### config.mk
export PLATFORM = sky130hd
export DESIGN_NAME = wrd_cfg_ctrl_flat
export DESIGN_NICKNAME = d
export VERILOG_FILES = /design/src/rtl/wrd_cfg_ctrl_pkg.sv /design/src/rtl/wrd_cfg_ctrl_if.sv /design/src/rtl/wrd_cfg_ctrl_decode.sv /design/src/rtl/wrd_cfg_ctrl.sv /design/src/flat_wrapper.sv
export SDC_FILE = /design/constraint.sdc
export NUM_CORES = 1
export LEC_CHECK = 0
export CORE_AREA = 4 4 262 264
export DETAILED_ROUTE_END_ITERATION = 10
export DIE_AREA = 0 0 266 268
export MAX_ROUTING_LAYER = met4
export PLACE_DENSITY = 0.48
export SYNTH_ARGS = -nofsm -noshare
export SYNTH_HDL_FRONTEND = slang
export SYNTH_SLANG_ARGS = --single-unit
### constraint.sdc
create_clock -name clk_i -period 5.9 [get_ports clk_i]
set_clock_uncertainty 0.05 [all_clocks]
set_input_delay 0.885 -clock clk_i [delete_from_list [all_inputs] [get_ports clk_i]]
set_output_delay 0.885 -clock clk_i [all_outputs]
set_load 0.03 [all_outputs]
### src/rtl/wrd_cfg_ctrl_pkg.sv
// Shared types and default widths for the word-recognition config/inference sequencer.
// Targets are indexed by the upper bank bits: conv1, conv2, fc.
package wrd_cfg_ctrl_pkg;

    localparam int VECTOR_BW_DEF = 104;
    localparam int ADDR_BW_DEF   = 6;
    localparam int TGT_BW_DEF    = 2;
    localparam int LBANK_BW_DEF  = 5;
    localparam int NUM_TGT_DEF   = 3;
    localparam int RD_LAT_DEF    = 1;

    localparam int TGT_CONV1 = 0;
    localparam int TGT_CONV2 = 1;
    localparam int TGT_FC    = 2;

    typedef enum logic [2:0] {
        ST_IDLE,
        ST_WR,
        ST_RD,
        ST_RUN,
        ST_DRAIN
    } state_e;

    // Width of a down-counter that must hold the value lat.
    function automatic int cnt_bw(input int lat);
        return (lat < 1) ? 1 : $clog2(lat + 1);
    endfunction

endpackage

### src/rtl/wrd_cfg_ctrl_if.sv
// Host configuration port: request side driven by the host (master),
// ready/read-data/error returned by the sequencer (slave).
interface wrd_cfg_ctrl_if
    import wrd_cfg_ctrl_pkg::*;
#(
    parameter int VECTOR_BW = VECTOR_BW_DEF,
    parameter int ADDR_BW   = ADDR_BW_DEF,
    parameter int TGT_BW    = TGT_BW_DEF,
    parameter int LBANK_BW  = LBANK_BW_DEF
) ();

    logic                       rd_en;
    logic                       wr_en;
    logic [TGT_BW+LBANK_BW-1:0] bank;
    logic [ADDR_BW-1:0]         addr;
    logic [VECTOR_BW-1:0]       wr_data;
    logic                       ready;
    logic [VECTOR_BW-1:0]       rd_data;
    logic                       rd_valid;
    logic                       err;

    modport master (
        output rd_en, wr_en, bank, addr, wr_data,
        input  ready, rd_data, rd_valid, err
    );

    modport slave (
        input  rd_en, wr_en, bank, addr, wr_data,
        output ready, rd_data, rd_valid, err
    );

endinterface

### src/rtl/wrd_cfg_ctrl_decode.sv
// Splits a host bank into {target select, local bank} and produces a one-hot
// target select that is all-zero for an out-of-range target.
module wrd_cfg_ctrl_decode
    import wrd_cfg_ctrl_pkg::*;
#(
    parameter int TGT_BW   = TGT_BW_DEF,
    parameter int LBANK_BW = LBANK_BW_DEF,
    parameter int NUM_TGT  = NUM_TGT_DEF
) (
    input  logic [TGT_BW+LBANK_BW-1:0] bank_i,
    output logic [TGT_BW-1:0]          tgt_o,
    output logic [LBANK_BW-1:0]        lbank_o,
    output logic                       tgt_ok_o,
    output logic [NUM_TGT-1:0]         onehot_o
);

    assign {tgt_o, lbank_o} = bank_i;
    assign tgt_ok_o = (int'(tgt_o) < NUM_TGT);

    for (genvar k = 0; k < NUM_TGT; k++) begin : g_oh
        assign onehot_o[k] = (tgt_o == TGT_BW'(k));
    end

endmodule

### src/rtl/wrd_cfg_ctrl.sv
// Config/inference sequencer: decodes host memory requests into per-layer
// requests and holds the input stream off while the layer memories are touched.
module wrd_cfg_ctrl
    import wrd_cfg_ctrl_pkg::*;
#(
    parameter int VECTOR_BW = VECTOR_BW_DEF,
    parameter int ADDR_BW   = ADDR_BW_DEF,
    parameter int TGT_BW    = TGT_BW_DEF,
    parameter int LBANK_BW  = LBANK_BW_DEF,
    parameter int NUM_TGT   = NUM_TGT_DEF,
    parameter int RD_LAT    = RD_LAT_DEF
) (
    input  logic                         clk_i,
    input  logic                         rst_n_i,
    wrd_cfg_ctrl_if.slave                cfg,
    output logic [NUM_TGT-1:0]           tgt_rd_en_o,
    output logic [NUM_TGT-1:0]           tgt_wr_en_o,
    output logic [LBANK_BW-1:0]          tgt_bank_o,
    output logic [ADDR_BW-1:0]           tgt_addr_o,
    output logic [VECTOR_BW-1:0]         tgt_wr_data_o,
    input  logic [NUM_TGT*VECTOR_BW-1:0] tgt_rd_data_i,
    input  logic                         s_valid_i,
    input  logic                         s_last_i,
    output logic                         s_ready_o,
    output logic                         m_valid_o,
    output logic                         m_last_o,
    input  logic                         m_ready_i,
    input  logic                         done_i,
    output logic                         busy_o
);

    localparam int CNT_BW = cnt_bw(RD_LAT);

    state_e                state_q, state_d;
    logic [CNT_BW-1:0]     cnt_q, cnt_d;
    logic [TGT_BW-1:0]     sel_q, sel_d;
    logic                  sel_ok_q, sel_ok_d;
    logic [NUM_TGT-1:0]    rd_en_q, rd_en_d;
    logic [NUM_TGT-1:0]    wr_en_q, wr_en_d;
    logic [LBANK_BW-1:0]   bank_q, bank_d;
    logic [ADDR_BW-1:0]    addr_q, addr_d;
    logic [VECTOR_BW-1:0]  wdata_q, wdata_d;
    logic [VECTOR_BW-1:0]  rdata_q, rdata_d;
    logic                  rvalid_q, rvalid_d;
    logic                  err_q, err_d;

    logic [TGT_BW-1:0]     dec_tgt;
    logic [LBANK_BW-1:0]   dec_lbank;
    logic                  dec_ok;
    logic [NUM_TGT-1:0]    dec_oh;

    logic                  cfg_req;
    logic                  gate;
    logic                  hs;

    logic [NUM_TGT-1:0][VECTOR_BW-1:0] rd_slices;
    logic [VECTOR_BW-1:0]              rd_sel;

    wrd_cfg_ctrl_decode #(
        .TGT_BW   (TGT_BW),
        .LBANK_BW (LBANK_BW),
        .NUM_TGT  (NUM_TGT)
    ) u_decode (
        .bank_i   (cfg.bank),
        .tgt_o    (dec_tgt),
        .lbank_o  (dec_lbank),
        .tgt_ok_o (dec_ok),
        .onehot_o (dec_oh)
    );

    // Stream passes only when memories cannot change underneath a frame.
    always_comb begin
        cfg_req   = cfg.rd_en | cfg.wr_en;
        gate      = ((state_q == ST_IDLE) && !cfg_req) || (state_q == ST_RUN);
        s_ready_o = m_ready_i & gate;
        m_valid_o = s_valid_i & gate;
        m_last_o  = s_last_i;
        hs        = s_valid_i & s_ready_o;
    end

    assign rd_slices = tgt_rd_data_i;

    // Out-of-range targets read back as zero.
    always_comb begin
        rd_sel = '0;
        for (int k = 0; k < NUM_TGT; k++) begin
            if (sel_ok_q && (sel_q == TGT_BW'(k))) rd_sel = rd_slices[k];
        end
    end

    always_comb begin
        state_d  = state_q;
        cnt_d    = cnt_q;
        sel_d    = sel_q;
        sel_ok_d = sel_ok_q;
        rd_en_d  = '0;
        wr_en_d  = '0;
        bank_d   = bank_q;
        addr_d   = addr_q;
        wdata_d  = wdata_q;
        rdata_d  = rdata_q;
        rvalid_d = 1'b0;
        err_d    = 1'b0;
        case (state_q)
            ST_IDLE: begin
                err_d = done_i;
                if (cfg.rd_en && cfg.wr_en) begin
                    err_d = 1'b1;
                end else if (cfg.wr_en) begin
                    state_d = ST_WR;
                    wr_en_d = dec_oh;
                    bank_d  = dec_lbank;
                    addr_d  = cfg.addr;
                    wdata_d = cfg.wr_data;
                    err_d   = done_i | ~dec_ok;
                end else if (cfg.rd_en) begin
                    state_d  = ST_RD;
                    rd_en_d  = dec_oh;
                    bank_d   = dec_lbank;
                    addr_d   = cfg.addr;
                    sel_d    = dec_tgt;
                    sel_ok_d = dec_ok;
                    cnt_d    = CNT_BW'(RD_LAT);
                    err_d    = done_i | ~dec_ok;
                end else if (hs) begin
                    state_d = s_last_i ? ST_DRAIN : ST_RUN;
                end
            end
            ST_WR: begin
                err_d   = done_i;
                state_d = ST_IDLE;
            end
            ST_RD: begin
                err_d = done_i;
                if (cnt_q == '0) begin
                    rdata_d  = rd_sel;
                    rvalid_d = 1'b1;
                    state_d  = ST_IDLE;
                end else begin
                    cnt_d = cnt_q - 1'b1;
                end
            end
            ST_RUN: begin
                err_d = done_i;
                if (hs && s_last_i) state_d = ST_DRAIN;
            end
            ST_DRAIN: begin
                if (done_i) state_d = ST_IDLE;
            end
            default: state_d = ST_IDLE;
        endcase
    end

    always_ff @(posedge clk_i) begin
        if (!rst_n_i) begin
            state_q  <= ST_IDLE;
            cnt_q    <= '0;
            sel_q    <= '0;
            sel_ok_q <= 1'b0;
            rd_en_q  <= '0;
            wr_en_q  <= '0;
            bank_q   <= '0;
            addr_q   <= '0;
            wdata_q  <= '0;
            rdata_q  <= '0;
            rvalid_q <= 1'b0;
            err_q    <= 1'b0;
        end else begin
            state_q  <= state_d;
            cnt_q    <= cnt_d;
            sel_q    <= sel_d;
            sel_ok_q <= sel_ok_d;
            rd_en_q  <= rd_en_d;
            wr_en_q  <= wr_en_d;
            bank_q   <= bank_d;
            addr_q   <= addr_d;
            wdata_q  <= wdata_d;
            rdata_q  <= rdata_d;
            rvalid_q <= rvalid_d;
            err_q    <= err_d;
        end
    end

    assign cfg.ready     = (state_q == ST_IDLE);
    assign cfg.rd_data   = rdata_q;
    assign cfg.rd_valid  = rvalid_q;
    assign cfg.err       = err_q;
    assign tgt_rd_en_o   = rd_en_q;
    assign tgt_wr_en_o   = wr_en_q;
    assign tgt_bank_o    = bank_q;
    assign tgt_addr_o    = addr_q;
    assign tgt_wr_data_o = wdata_q;
    assign busy_o        = (state_q != ST_IDLE);

endmodule

### src/flat_wrapper.sv
// flat-port wrapper written by rule: the top's interface ports become plain ports
module wrd_cfg_ctrl_flat import wrd_cfg_ctrl_pkg::*;
#(
    parameter int VECTOR_BW = VECTOR_BW_DEF,
    parameter int ADDR_BW   = ADDR_BW_DEF,
    parameter int TGT_BW    = TGT_BW_DEF,
    parameter int LBANK_BW  = LBANK_BW_DEF,
    parameter int NUM_TGT   = NUM_TGT_DEF,
    parameter int RD_LAT    = RD_LAT_DEF
)
  (clk_i, rst_n_i, tgt_rd_en_o, tgt_wr_en_o, tgt_bank_o, tgt_addr_o, tgt_wr_data_o, tgt_rd_data_i, s_valid_i, s_last_i, s_ready_o, m_valid_o, m_last_o, m_ready_i, done_i, busy_o, cfg_rd_en, cfg_wr_en, cfg_bank, cfg_addr, cfg_wr_data, cfg_ready, cfg_rd_data, cfg_rd_valid, cfg_err);
  wrd_cfg_ctrl_if #(.VECTOR_BW(VECTOR_BW), .ADDR_BW(ADDR_BW), .TGT_BW(TGT_BW), .LBANK_BW(LBANK_BW)) cfg_i ();
  input  logic clk_i;
  input  logic rst_n_i;
  output logic [NUM_TGT-1:0] tgt_rd_en_o;
  output logic [NUM_TGT-1:0] tgt_wr_en_o;
  output logic [LBANK_BW-1:0] tgt_bank_o;
  output logic [ADDR_BW-1:0] tgt_addr_o;
  output logic [VECTOR_BW-1:0] tgt_wr_data_o;
  input  logic [NUM_TGT*VECTOR_BW-1:0] tgt_rd_data_i;
  input  logic s_valid_i;
  input  logic s_last_i;
  output logic s_ready_o;
  output logic m_valid_o;
  output logic m_last_o;
  input  logic m_ready_i;
  input  logic done_i;
  output logic busy_o;
  input wire logic [$bits(cfg_i.rd_en)-1:0] cfg_rd_en;
  input wire logic [$bits(cfg_i.wr_en)-1:0] cfg_wr_en;
  input wire logic [$bits(cfg_i.bank)-1:0] cfg_bank;
  input wire logic [$bits(cfg_i.addr)-1:0] cfg_addr;
  input wire logic [$bits(cfg_i.wr_data)-1:0] cfg_wr_data;
  output wire logic [$bits(cfg_i.ready)-1:0] cfg_ready;
  output wire logic [$bits(cfg_i.rd_data)-1:0] cfg_rd_data;
  output wire logic [$bits(cfg_i.rd_valid)-1:0] cfg_rd_valid;
  output wire logic [$bits(cfg_i.err)-1:0] cfg_err;
  assign cfg_i.rd_en = cfg_rd_en;
  assign cfg_i.wr_en = cfg_wr_en;
  assign cfg_i.bank = cfg_bank;
  assign cfg_i.addr = cfg_addr;
  assign cfg_i.wr_data = cfg_wr_data;
  assign cfg_ready = cfg_i.ready;
  assign cfg_rd_data = cfg_i.rd_data;
  assign cfg_rd_valid = cfg_i.rd_valid;
  assign cfg_err = cfg_i.err;
  wrd_cfg_ctrl #(.VECTOR_BW(VECTOR_BW), .ADDR_BW(ADDR_BW), .TGT_BW(TGT_BW), .LBANK_BW(LBANK_BW), .NUM_TGT(NUM_TGT), .RD_LAT(RD_LAT)) u_core (.clk_i(clk_i), .rst_n_i(rst_n_i), .cfg(cfg_i), .tgt_rd_en_o(tgt_rd_en_o), .tgt_wr_en_o(tgt_wr_en_o), .tgt_bank_o(tgt_bank_o), .tgt_addr_o(tgt_addr_o), .tgt_wr_data_o(tgt_wr_data_o), .tgt_rd_data_i(tgt_rd_data_i), .s_valid_i(s_valid_i), .s_last_i(s_last_i), .s_ready_o(s_ready_o), .m_valid_o(m_valid_o), .m_last_o(m_last_o), .m_ready_i(m_ready_i), .done_i(done_i), .busy_o(busy_o));
endmodule
# == Word level (Yosys, flattened, before mapping) ==
# Index checks and enable logic that the tools add are counted.
# totals
word_cells,91
output_inout_bits,232
regBits,234
input_bits,437
# op_classes
bitwise,12
n_eq_ne,15
n_mux,26
reduce_logical,24
add_sub_neg,1
n_lt_le_gt_ge,1
# ops
op,count
2-to-1 mux 104 bit,3
2-to-1 mux 3 bit,8
2-to-1 mux 6 bit,2
inequality test 2 bit (second input constant),6
case mux 3 bit (4 select lines),1
2-to-1 mux 5 bit,2
2-to-1 mux 1 bit,8
AND reduction 4 bit,2
NOT 1 bit,7
equality test 3 x 2 -> 1 bit (second input constant),2
logical AND 1 bit,6
AND reduction 3 bit,2
AND reduction 5 bit,1
OR reduction 5 bit,1
equality test 2 x 1 -> 1 bit (second input constant),2
equality test 2 bit (second input constant),2
zero test 2 bit,2
inequality test 4 x 3 -> 1 bit (second input constant),1
case mux 1 bit (2 select lines),2
AND reduction 2 bit,2
nonzero test 2 bit,2
OR reduction 4 bit,1
AND 1 bit,3
equality test 3 x 1 -> 1 bit (second input constant),1
other kinds (9),10

# == Logic depth before layout (Yosys ltp) ==
# Gate-level depths: netlist of run 1.
# depth
word_depth,11
mapped_depth,9
ltp_nobuf,6

# == Cells and area by module ==
# From an unflattened synthesis of run 1, not the netlist that was laid out.
# hier_totals
hier_cells,1290
hier_area_um2,10268.6
# modules_own_cells
module,area_each_um2,seq_area_each_um2,n_inst,cells_each
wrd_cfg_ctrl,10193.5,4684.5,1,1279
wrd_cfg_ctrl_decode,75.1,0.0,1,11

# == Worst setup path before layout of run 1 ==
# No wires, ideal clock.
# synth_path
path_type,input-to-output
from,input cfg_wr_en
to,output m_valid_o
arrival_time_ns,1.611
path_buffers,0
path_slack_ns,3.354
cell_stages,5
required_time_ns,4.965
cell_sequence,inv_1 ha_1 nand2_1 a21oi_1 and2_1
# synth_via
elab_chain_len,5
# synth_rtl
element,line_no,text
from (decl),flat_wrapper.sv:30,input wire logic [$bits(cfg_i.wr_en)-1:0] cfg_wr_en;
OR 1 bit,wrd_cfg_ctrl.sv:73,cfg_req = cfg.rd_en | cfg.wr_en;
zero test 1 bit,wrd_cfg_ctrl.sv:74,gate = ((state_q == ST_IDLE) && !cfg_req) || (state_q == ST_RUN);
logical AND 1 bit,wrd_cfg_ctrl.sv:74,
logical OR 1 bit,wrd_cfg_ctrl.sv:74,
AND 1 bit,wrd_cfg_ctrl.sv:76,m_valid_o = s_valid_i & gate;
to (decl),flat_wrapper.sv:24,output logic m_valid_o;
# Every way passes these cells.

# == Worst setup path in the final report of run 1 ==
# Same ends and word-level chain as after synthesis.

==> impl_metrics.env, run 1 <==
export IMPL_status="finished, final reports clean"
export IMPL_crit_path_top_delay_cell="clkdlybuf4s50_1"
export IMPL_final_nets=2209
export IMPL_maxCapViolCount=0
export IMPL_regToRegEndpoint="u_core.cfg.rd_data[16]"
export IMPL_finalHoldViolCount=0
export IMPL_fp_dieH_um=268
export IMPL_critical_path_required_ns=4.97
export IMPL_ys_flop_type="dfxtp_1"
export IMPL_viasPerCell=4.098
export IMPL_path_buf_inv=3
export IMPL_firstDrtPassIters=4
export IMPL_setup_slack_ns=1.720
export IMPL_holdPathEnd="u_core.tgt_wr_data_o[25]"
export IMPL_hpwl_um=36210
export IMPL_finalMaxSlewViolations=0
export IMPL_worstSetupEndpointType="primary output"
export IMPL_ys_ff_latch=234
export IMPL_cts_resized=0
export IMPL_drive_gt1_frac=0.03904
export IMPL_area_growth_pct=82.05
export IMPL_crit_fanout=7
export IMPL_synth_enable_flop_cells=0
export IMPL_clock_sinks=234
export IMPL_syn_area_per_cell_um2=8.690
export IMPL_rsz0062_at_grt="false"
export IMPL_antennaDiodeCount=0
export IMPL_worst_r2r_path_depth=5
export IMPL_cts_made_buffers=30
export IMPL_ir_drop_mv=0.1863
export IMPL_crit_family="buffers and inverters"
export IMPL_fill_cells=7075
export IMPL_regArea_mm2=0.004692
export IMPL_grt_pass1_wl_um=69780
export IMPL_clk_latency_ns=0.58
export IMPL_cpPeakStageDelay_ns=0.67
export IMPL_rows=95
export IMPL_clk_pin_slew_ns=0.06
export IMPL_netlist_area_mm2=0.01022
export IMPL_synth_area_top_cells="dfxtp_1 (46%), mux2i_1 (10%), o2bb2ai_1 (8.9%), nand2_1 (8.7%), a22oi_1 (7.6%)"
export IMPL_clock_path_buffers=3
export IMPL_coreArea_mm2=0.06656
export IMPL_root_buffer="clkbuf_16"
export IMPL_postRouteAntennaNets=0
export IMPL_crit_start="cfg_wr_en"
export IMPL_path_class="in -> out"
export IMPL_die_area_mm2=0.07129
export IMPL_min_period_over_period=0.7085
export IMPL_tightest_slew_ns=1.198
export IMPL_tns_ns=0
export IMPL_async_reset_ff_frac=0
export IMPL_cts_tree="yes"
export IMPL_synth_most_common_cell="nand2_1"
export IMPL_power_static_leakage_nw=6.155
export IMPL_cp_arrival_ns=3.25
export IMPL_startpoint_type="primary input"
export IMPL_synth_common_cells="nand2_1 (237), dfxtp_1 (234), a21oi_1 (119)"
export IMPL_ys_warnings_count=0
export IMPL_antenna_found_initial=0
export IMPL_vias=10920
export IMPL_grt_pass1_vias=11280
export IMPL_crit_top_cell="clkdlybuf4s50_1"
export IMPL_portBuffers=668
export IMPL_hp_class="reg -> reg"
export IMPL_power_density_mw_per_mm2=298.1
export IMPL_yosys_cell_types_count=38
export IMPL_start_util=0.1535
export IMPL_setup_viol_count_final=0
export IMPL_cts_hold_buf=0
export IMPL_multi_input_area_mm2=0.004985
export IMPL_max_freq_ghz=0.2392
export IMPL_min_period_ns=4.180
export IMPL_syn_inst=1176
export IMPL_grt_overflow_total=0
export IMPL_ys_seq_area_frac=0.4584
export IMPL_drt_total_wl_um=48000
export IMPL_die_w_um=266
export IMPL_hold_depth=2
export IMPL_syn_nets=1615
export IMPL_hold_start="u_core.tgt_wr_data_o[25]"
export IMPL_grt_start_max_net_pins=119
export IMPL_post_drt_wl_per_cell_um=18.01
export IMPL_r2r_start="u_core.state_q[1]"
export IMPL_drc=0
export IMPL_gp_congestion=0.8229
export IMPL_r2r_slack_ns=2.85
export IMPL_path_cells="clkdlybuf4s50_1 > inv_1 > ha_1 > nand2_1 > a21oi_1 > and2_1 > clkdlybuf4s50_1"
export IMPL_dr_first_iter_drc_count=414
export IMPL_cts_post_setup_buffers_inserted=0
export IMPL_pin_count=669
export IMPL_place_ws_ns=1.747
export IMPL_grt_usage=0.1286
export IMPL_htreeDepth=1
export IMPL_synth_top_cell_by_area="dfxtp_1"
export IMPL_relSlewSlack=0.2014
export IMPL_netlist_area_leader_share=0.4584
[layout make-up]
cell class,count,share of cell area
clock buffer,43,0.04728
clock inverter,12,0.008272
inverter,5,0.001278
multi-input combinational,822,0.2679
sequential,234,0.2522
tap,873,0.05871
timing repair buffer,677,0.3644
[per-stage QoR]
| step | total power, mW | cells | hold WS, ns | instance area [um2] | util |
|---|---|---|---|---|---|
| after floorplan | 2.877 | 1176 | 0.4263 | 10220 | - |
| after global placement | 3.705 | 2611 | 0.3917 | 17570 | 0.2640 |
| after detailed placement | 3.728 | 2611 | 0.3960 | 17570 | 0.2640 |
| after CTS | 5.674 | 2666 | 0.4043 | 18610 | 0.2795 |
| after global routing | 5.870 | 2666 | 0.4234 | 18610 | 0.2795 |
| final | 5.547 | 2666 | 0.4005 | 18610 | 0.2795 |
[registers in the layout (all words and copies together), names as in the netlist]
signal / count
u_core.cfg.rd_data: 104
u_core.tgt_wr_data_o: 104
u_core.tgt_addr_o: 6
u_core.tgt_bank_o: 5
u_core.state_q: 3
u_core.tgt_rd_en_o: 3
u_core.tgt_wr_en_o: 3
u_core.sel_q: 2
u_core.cfg.err: 1
u_core.cfg.rd_valid: 1
u_core.cnt_q: 1
u_core.sel_ok_q: 1
[placed cells by master (no fill, tap or decap), types with 3 or more instances in the layout]
| cell | n |
|---|---|
| nor3b_1 | 4 |
| bufinv_16 | 3 |
| dfxtp_1 | 232 |
| a211oi_1 | 3 |
| o2bb2ai_1 | 104 |
| clkbuf_1 | 5 |
| clkinv_2 | 6 |
| nand2_1 | 237 |
| and2_1 | 3 |
| clkdlybuf4s50_1 | 668 |
| clkbuf_8 | 8 |
| a21oi_1 | 119 |
| clkbuf_16 | 30 |
| a22oi_1 | 104 |
| buf_4 | 7 |
| inv_1 | 4 |
| nor3_1 | 3 |
| mux2i_1 | 106 |
| nor2_1 | 112 |
| o21ai_0 | 3 |
[power breakdown]
part           switching, mW  leakage [nW]  internal, mW
Combinational           1.05          3.74         0.756
Sequential             0.116          1.90          1.74
Clock                  0.723         0.514          1.16
Total                   1.89          6.15          3.66
[cells by family (layout without fill, tap and decap cells)]
logic type               after synthesis  count (layout)  synth area share
AO/OA/AOI/OAI                        339             339            0.2325
flip-flops                           234             234            0.4584
AND/OR/NAND/NOR                      374             374            0.1452
multiplexers                         107             107            0.1049
buffers and inverters                120             737           0.05656
adder cells (fa/ha/maj)                2               2          0.002448
[per-layer routing]
metal | vias up | part of all wire | track usage
li1 | 5340 | - | -
met1 | 5072 | 0.40 | 0.1447
met2 | 437 | 0.49 | 0.2236
met3 | 75 | 0.073 | 0.03003
met4 | 0 | 0.037 | 0.04630
met5 | - | 0 | -
[worst max path at each step]
| stage | end | slack, ns | depth (start not counted) |
|---|---|---|---|
| floorplan | m_valid_o | 3.35 | 5 |
| global placement | m_valid_o | 1.73 | 7 |
| detailed placement | m_valid_o | 1.75 | 7 |
| CTS | m_valid_o | 1.73 | 7 |
| global route | m_valid_o | 1.63 | 7 |
| finish | m_valid_o | 1.72 | 7 |
[worst register-to-register path, delay by kind of cell (launching register included)]
family / cells / cell delay (ns)
and+or+nand+nor: 3 / 1.62
buffers and inverters: 1 / 0.58
DFF: 1 / 0.54
AOI/OAI and AO/OA: 1 / 0.17
Note: power is estimated with default switching activity, not from simulation.
==> run 2, diff against run 1 <==
==> constraint.sdc (replaced) <==
create_clock -name clk_i -period 4.3 [get_ports clk_i]
set_clock_uncertainty 0.05 [all_clocks]
set_input_delay 0.645 -clock clk_i [delete_from_list [all_inputs] [get_ports clk_i]]
set_output_delay 0.645 -clock clk_i [all_outputs]
set_load 0.03 [all_outputs]
==> impl_metrics.env, run 2 (synthesis gave the netlist of run 1 again) <==
export IMPL_status="finished, final reports clean"
export IMPL_regArea_mm2=0.004692
export IMPL_cpPeakStageDelay_ns=0.68
export IMPL_viasPerCell=4.111
export IMPL_postRouteAntennaNets=0
export IMPL_rows=95
export IMPL_die_w_um=266
export IMPL_fill_cells=7082
export IMPL_grt_usage=0.1282
export IMPL_worst_r2r_path_depth=5
export IMPL_worstSetupEndpointType="primary output"
export IMPL_relSlewSlack=0.1390
export IMPL_maxCapViolCount=0
export IMPL_startpoint_type="primary input"
export IMPL_r2r_start="u_core.state_q[1]"
export IMPL_grt_pass1_vias=11200
export IMPL_grt_pass1_wl_um=69110
export IMPL_power_density_mw_per_mm2=403.0
export IMPL_crit_cells=7
export IMPL_post_drt_wl_per_cell_um=18.15
export IMPL_cts_post_setup_buffers_inserted=0
export IMPL_hpwl_um=37240
export IMPL_cts_resized=0
export IMPL_tns_ns=0
export IMPL_hold_depth=2
export IMPL_clk_latency_ns=0.57
export IMPL_cts_tree="yes"
export IMPL_drc=0
export IMPL_drive_gt1_frac=0.03739
export IMPL_gp_congestion=0.8249
export IMPL_p_total_mw=7.498
export IMPL_crit_path_top_delay_cell="clkdlybuf4s50_1"
export IMPL_die_area_mm2=0.07129
export IMPL_start_util=0.1535
export IMPL_grt_overflow_total=0
export IMPL_firstDrtPassIters=6
export IMPL_path_cells="clkdlybuf4s50_1 > inv_1 > ha_1 > nand2_1 > a21oi_1 > and2_1 > clkdlybuf4s50_1"
export IMPL_antenna_found_initial=1
export IMPL_crit_family="buffers and inverters"
export IMPL_crit_top_cell="clkdlybuf4s50_1"
export IMPL_cp_arrival_ns=2.95
export IMPL_multi_input_area_mm2=0.004985
export IMPL_hp_class="reg -> reg"
export IMPL_ir_drop_mv=0.2602
export IMPL_final_cells=2665
export IMPL_min_period_ns=3.649
export IMPL_tightest_slew_ns=1.292
export IMPL_power_static_leakage_nw=6.146
export IMPL_clk_pin_slew_ns=0.06
export IMPL_critical_path_required_ns=3.61
export IMPL_max_freq_ghz=0.2740
export IMPL_holdWs_ns=0.4030
export IMPL_htreeDepth=1
export IMPL_drt_total_wl_um=48360
export IMPL_clock_path_buffers=3
export IMPL_dr_first_iter_drc_count=452
export IMPL_coreArea_mm2=0.06656
export IMPL_rsz0062_at_grt="false"
export IMPL_fp_dieH_um=268
export IMPL_setup_viol_count_final=0
export IMPL_cts_made_buffers=28
export IMPL_crit_start="cfg_wr_en"
export IMPL_antennaDiodeCount=0
export IMPL_vias=10960
export IMPL_final_common_cell="clkdlybuf4s50_1"
export IMPL_pin_count=669
export IMPL_dp_cells=2616
export IMPL_area_growth_pct=82.04
export IMPL_root_buffer="clkbuf_16"
export IMPL_path_buf_inv=3
export IMPL_portBuffers=668
export IMPL_min_period_over_period=0.8487
export IMPL_clock_sinks=234
export IMPL_finalMaxSlewViolations=0
export IMPL_cts_hold_buf=0
export IMPL_final_nets=2212
export IMPL_final_cell_mix="clkdlybuf4s50_1 (668), nand2_1 (237), dfxtp_1 (232), a21oi_1 (119), nor2_1 (112)"
export IMPL_hold_start="u_core.tgt_wr_data_o[89]"
export IMPL_finalHoldViolCount=0
export IMPL_grt_start_max_net_pins=105
export IMPL_path_class="in -> out"
export IMPL_crit_fanout=7
[run 2: worst paths after layout]
check / endpoint / slack [ns]
setup / recovery: s_ready_o / 0.65
hold / removal: u_core.tgt_wr_data_o[89] / 0.40
setup reg to reg: u_core.cfg.rd_data[58] / 1.37
hold reg to reg: u_core.tgt_wr_data_o[89] / 0.40
[run 2: cell type report]
| cell class | count | share of cell area |
|---|---|---|
| repair buffers | 682 | 0.3691 |
| inverters | 5 | 0.001278 |
| flip-flops and latches | 234 | 0.2522 |
| well taps | 873 | 0.05871 |
| clock inverters | 7 | 0.006524 |
| clock buffers | 42 | 0.04425 |
| multi-input cells | 822 | 0.2679 |
[run 2: per-layer routing]
layer | routed length, um | vias to the layer above | GRT usage
li1 | - | 5352 | -
met1 | 19180 | 5104 | 0.1460
met2 | 24450 | 430 | 0.2272
met3 | 3256 | 69 | 0.02554
met4 | 1474 | 0 | 0.04034
met5 | 0 | - | -
[run 2: per-stage QoR]
step	setup slack [ns]	cell area, um2	utilization
3_5_place_dp	0.6425	17660	0.2653
3_3_place_gp	0.6292	17660	0.2653
4_1_cts	0.6280	18600	0.2795
6_report	0.6505	18600	0.2795
2_1_floorplan	2.234	10220	-
5_1_grt	0.4971	18600	0.2795
[run 2: power by group]
group | total, mW | internal, mW | switching, mW
Clock | 2.44 | 1.49 | 0.948
Combinational | 2.51 | 1.06 | 1.46
Sequential | 2.55 | 2.39 | 0.157
[run 2: worst register-to-register path, delay by kind of cell, from the launching register on]
kind / cells / cell delay (ns)
AO/OA/AOI/OAI: 1 / 0.14
buffers and inverters: 1 / 0.46
flip-flops: 1 / 0.55
AND/OR/NAND/NOR: 3 / 1.64
==> run 3, diff against run 2 <==
==> constraint.sdc (replaced) <==
create_clock -name clk_i -period 3.75 [get_ports clk_i]
set_clock_uncertainty 0.05 [all_clocks]
set_input_delay 0.5625 -clock clk_i [delete_from_list [all_inputs] [get_ports clk_i]]
set_output_delay 0.5625 -clock clk_i [all_outputs]
set_load 0.03 [all_outputs]
==> impl_metrics.env, run 3 (synthesis gave the netlist of run 1 again) <==
export IMPL_area_growth_pct=82.04
export IMPL_maxCapViolCount=0
export IMPL_final_cell_mix="clkdlybuf4s50_1 (668), nand2_1 (237), dfxtp_1 (232), a21oi_1 (119), nor2_1 (112)"
export IMPL_min_period_over_period=0.9544
export IMPL_finalMaxSlewViolations=0
export IMPL_final_nets=2214
export IMPL_crit_top_cell="clkdlybuf4s50_1"
export IMPL_path_buf_inv=4
export IMPL_cts_tree="yes"
export IMPL_path_cells="clkdlybuf4s50_1 > inv_1 > ha_1 > nand2_1 > a21oi_1 > buf_4 > and2_1 > clkdlybuf4s50_1"
export IMPL_grt_overflow_total=0
export IMPL_htreeDepth=1
export IMPL_antenna_found_initial=0
export IMPL_gp_congestion=0.8082
export IMPL_cpPeakStageDelay_ns=0.67
export IMPL_tightest_slew_ns=1.284
export IMPL_coreArea_mm2=0.06656
export IMPL_firstDrtPassIters=4
export IMPL_finalHoldViolCount=0
export IMPL_grt_pass1_wl_um=68960
export IMPL_hpwl_um=36640
export IMPL_post_drt_wl_per_cell_um=18.03
export IMPL_start_util=0.1535
export IMPL_ir_drop_mv=0.3009
export IMPL_drc=0
export IMPL_drt_total_wl_um=48080
export IMPL_crit_path_top_delay_cell="clkdlybuf4s50_1"
export IMPL_power_density_mw_per_mm2=461.9
export IMPL_clk_latency_ns=0.56
export IMPL_hp_class="reg -> reg"
export IMPL_cts_made_buffers=29
export IMPL_max_freq_ghz=0.2794
export IMPL_cts_resized=0
export IMPL_final_common_cell="clkdlybuf4s50_1"
export IMPL_pin_count=669
export IMPL_cp_arrival_ns=2.97
export IMPL_cts_hold_buf=0
export IMPL_power_static_leakage_nw=6.151
export IMPL_postRouteAntennaNets=0
export IMPL_rsz0062_at_grt="false"
export IMPL_die_w_um=266
export IMPL_root_buffer="clkbuf_16"
export IMPL_die_area_mm2=0.07129
export IMPL_crit_family="buffers and inverters"
export IMPL_drive_gt1_frac=0.03904
export IMPL_clock_path_buffers=3
export IMPL_fill_cells=7057
export IMPL_dr_first_iter_drc_count=415
export IMPL_min_period_ns=3.579
export IMPL_status="finished, final reports clean"
export IMPL_crit_fanout=7
export IMPL_rows=95
export IMPL_relSlewSlack=0.1439
export IMPL_place_ws_ns=0.1769
export IMPL_startpoint_type="primary input"
export IMPL_setup_viol_count_final=0
export IMPL_grt_start_max_net_pins=105
export IMPL_viasPerCell=4.099
export IMPL_grt_pass1_vias=11070
export IMPL_critical_path_required_ns=3.14
export IMPL_fp_dieH_um=268
export IMPL_clock_sinks=234
export IMPL_path_class="in -> out"
export IMPL_portBuffers=668
export IMPL_tns_ns=0
export IMPL_setup_slack_ns=0.1710
export IMPL_cts_post_setup_buffers_inserted=0
export IMPL_worstSetupEndpointType="primary output"
export IMPL_clk_pin_slew_ns=0.06
export IMPL_holdWs_ns=0.4009
export IMPL_vias=10930
export IMPL_grt_usage=0.1276
-- run 3: cell types whose count changed in the layout (fill, tap and decap cells not counted), sizes merged --
cell    before  now
diode        0    1
bufinv       3    1
buf         14   15
inv          5    6
clkinv       4    3
clkbuf      42   44
-- run 3: tightest hold or removal path, cell delays in order (launching register included) --
cell and delay [ns]:
dfxtp_1 0.31, nand2_1 0.05, a21oi_1 0.05
-- run 3: final timing paths --
check	startpoint	end	slack (ns)	depth (start not counted)
setup / recovery	cfg_wr_en	m_valid_o	0.17	8
hold / removal	u_core.tgt_wr_data_o[40]	u_core.tgt_wr_data_o[40]	0.40	2
setup reg to reg	u_core.sel_q[0]	u_core.cfg.rd_data[103]	0.83	5
hold reg to reg	u_core.tgt_wr_data_o[40]	u_core.tgt_wr_data_o[40]	0.40	2
-- run 3: cell type report --
class	count	area, um2	area share
diodes	1	2.502	0.0001345
multi-input cells	822	4985	0.2679
clock inverters	5	53.80	0.002892
repair buffers	683	6862	0.3688
flip-flops and latches	234	4692	0.2522
well taps	873	1092	0.05871
inverters	5	23.77	0.001278
clock buffers	44	893.4	0.04802
-- run 3: layer usage --
layer,global-route usage,vias to the layer above,part of all wire
met1,0.1469,5038,0.40
met5,-,-,0
met4,0.04602,0,0.035
met3,0.02783,78,0.071
li1,-,5350,-
met2,0.2192,466,0.50
-- run 3: power breakdown --
part           switching, mW  internal, mW
registers              0.161          2.74
logic                   1.69          1.22
clock network           1.10          1.69
total                   2.95          5.65
-- run 3: per-stage QoR --
step / power (mW) / cell area, um2 / utilization / cells
4_1_cts: 8.766 / 18600 / 0.2795 / 2666
2_1_floorplan: 4.526 / 10220 / - / 1176
3_5_place_dp: 5.904 / 17650 / 0.2652 / 2617
3_3_place_gp: 5.877 / 17650 / 0.2652 / 2617
6_report: 8.593 / 18600 / 0.2795 / 2667
5_1_grt: 9.065 / 18600 / 0.2795 / 2666
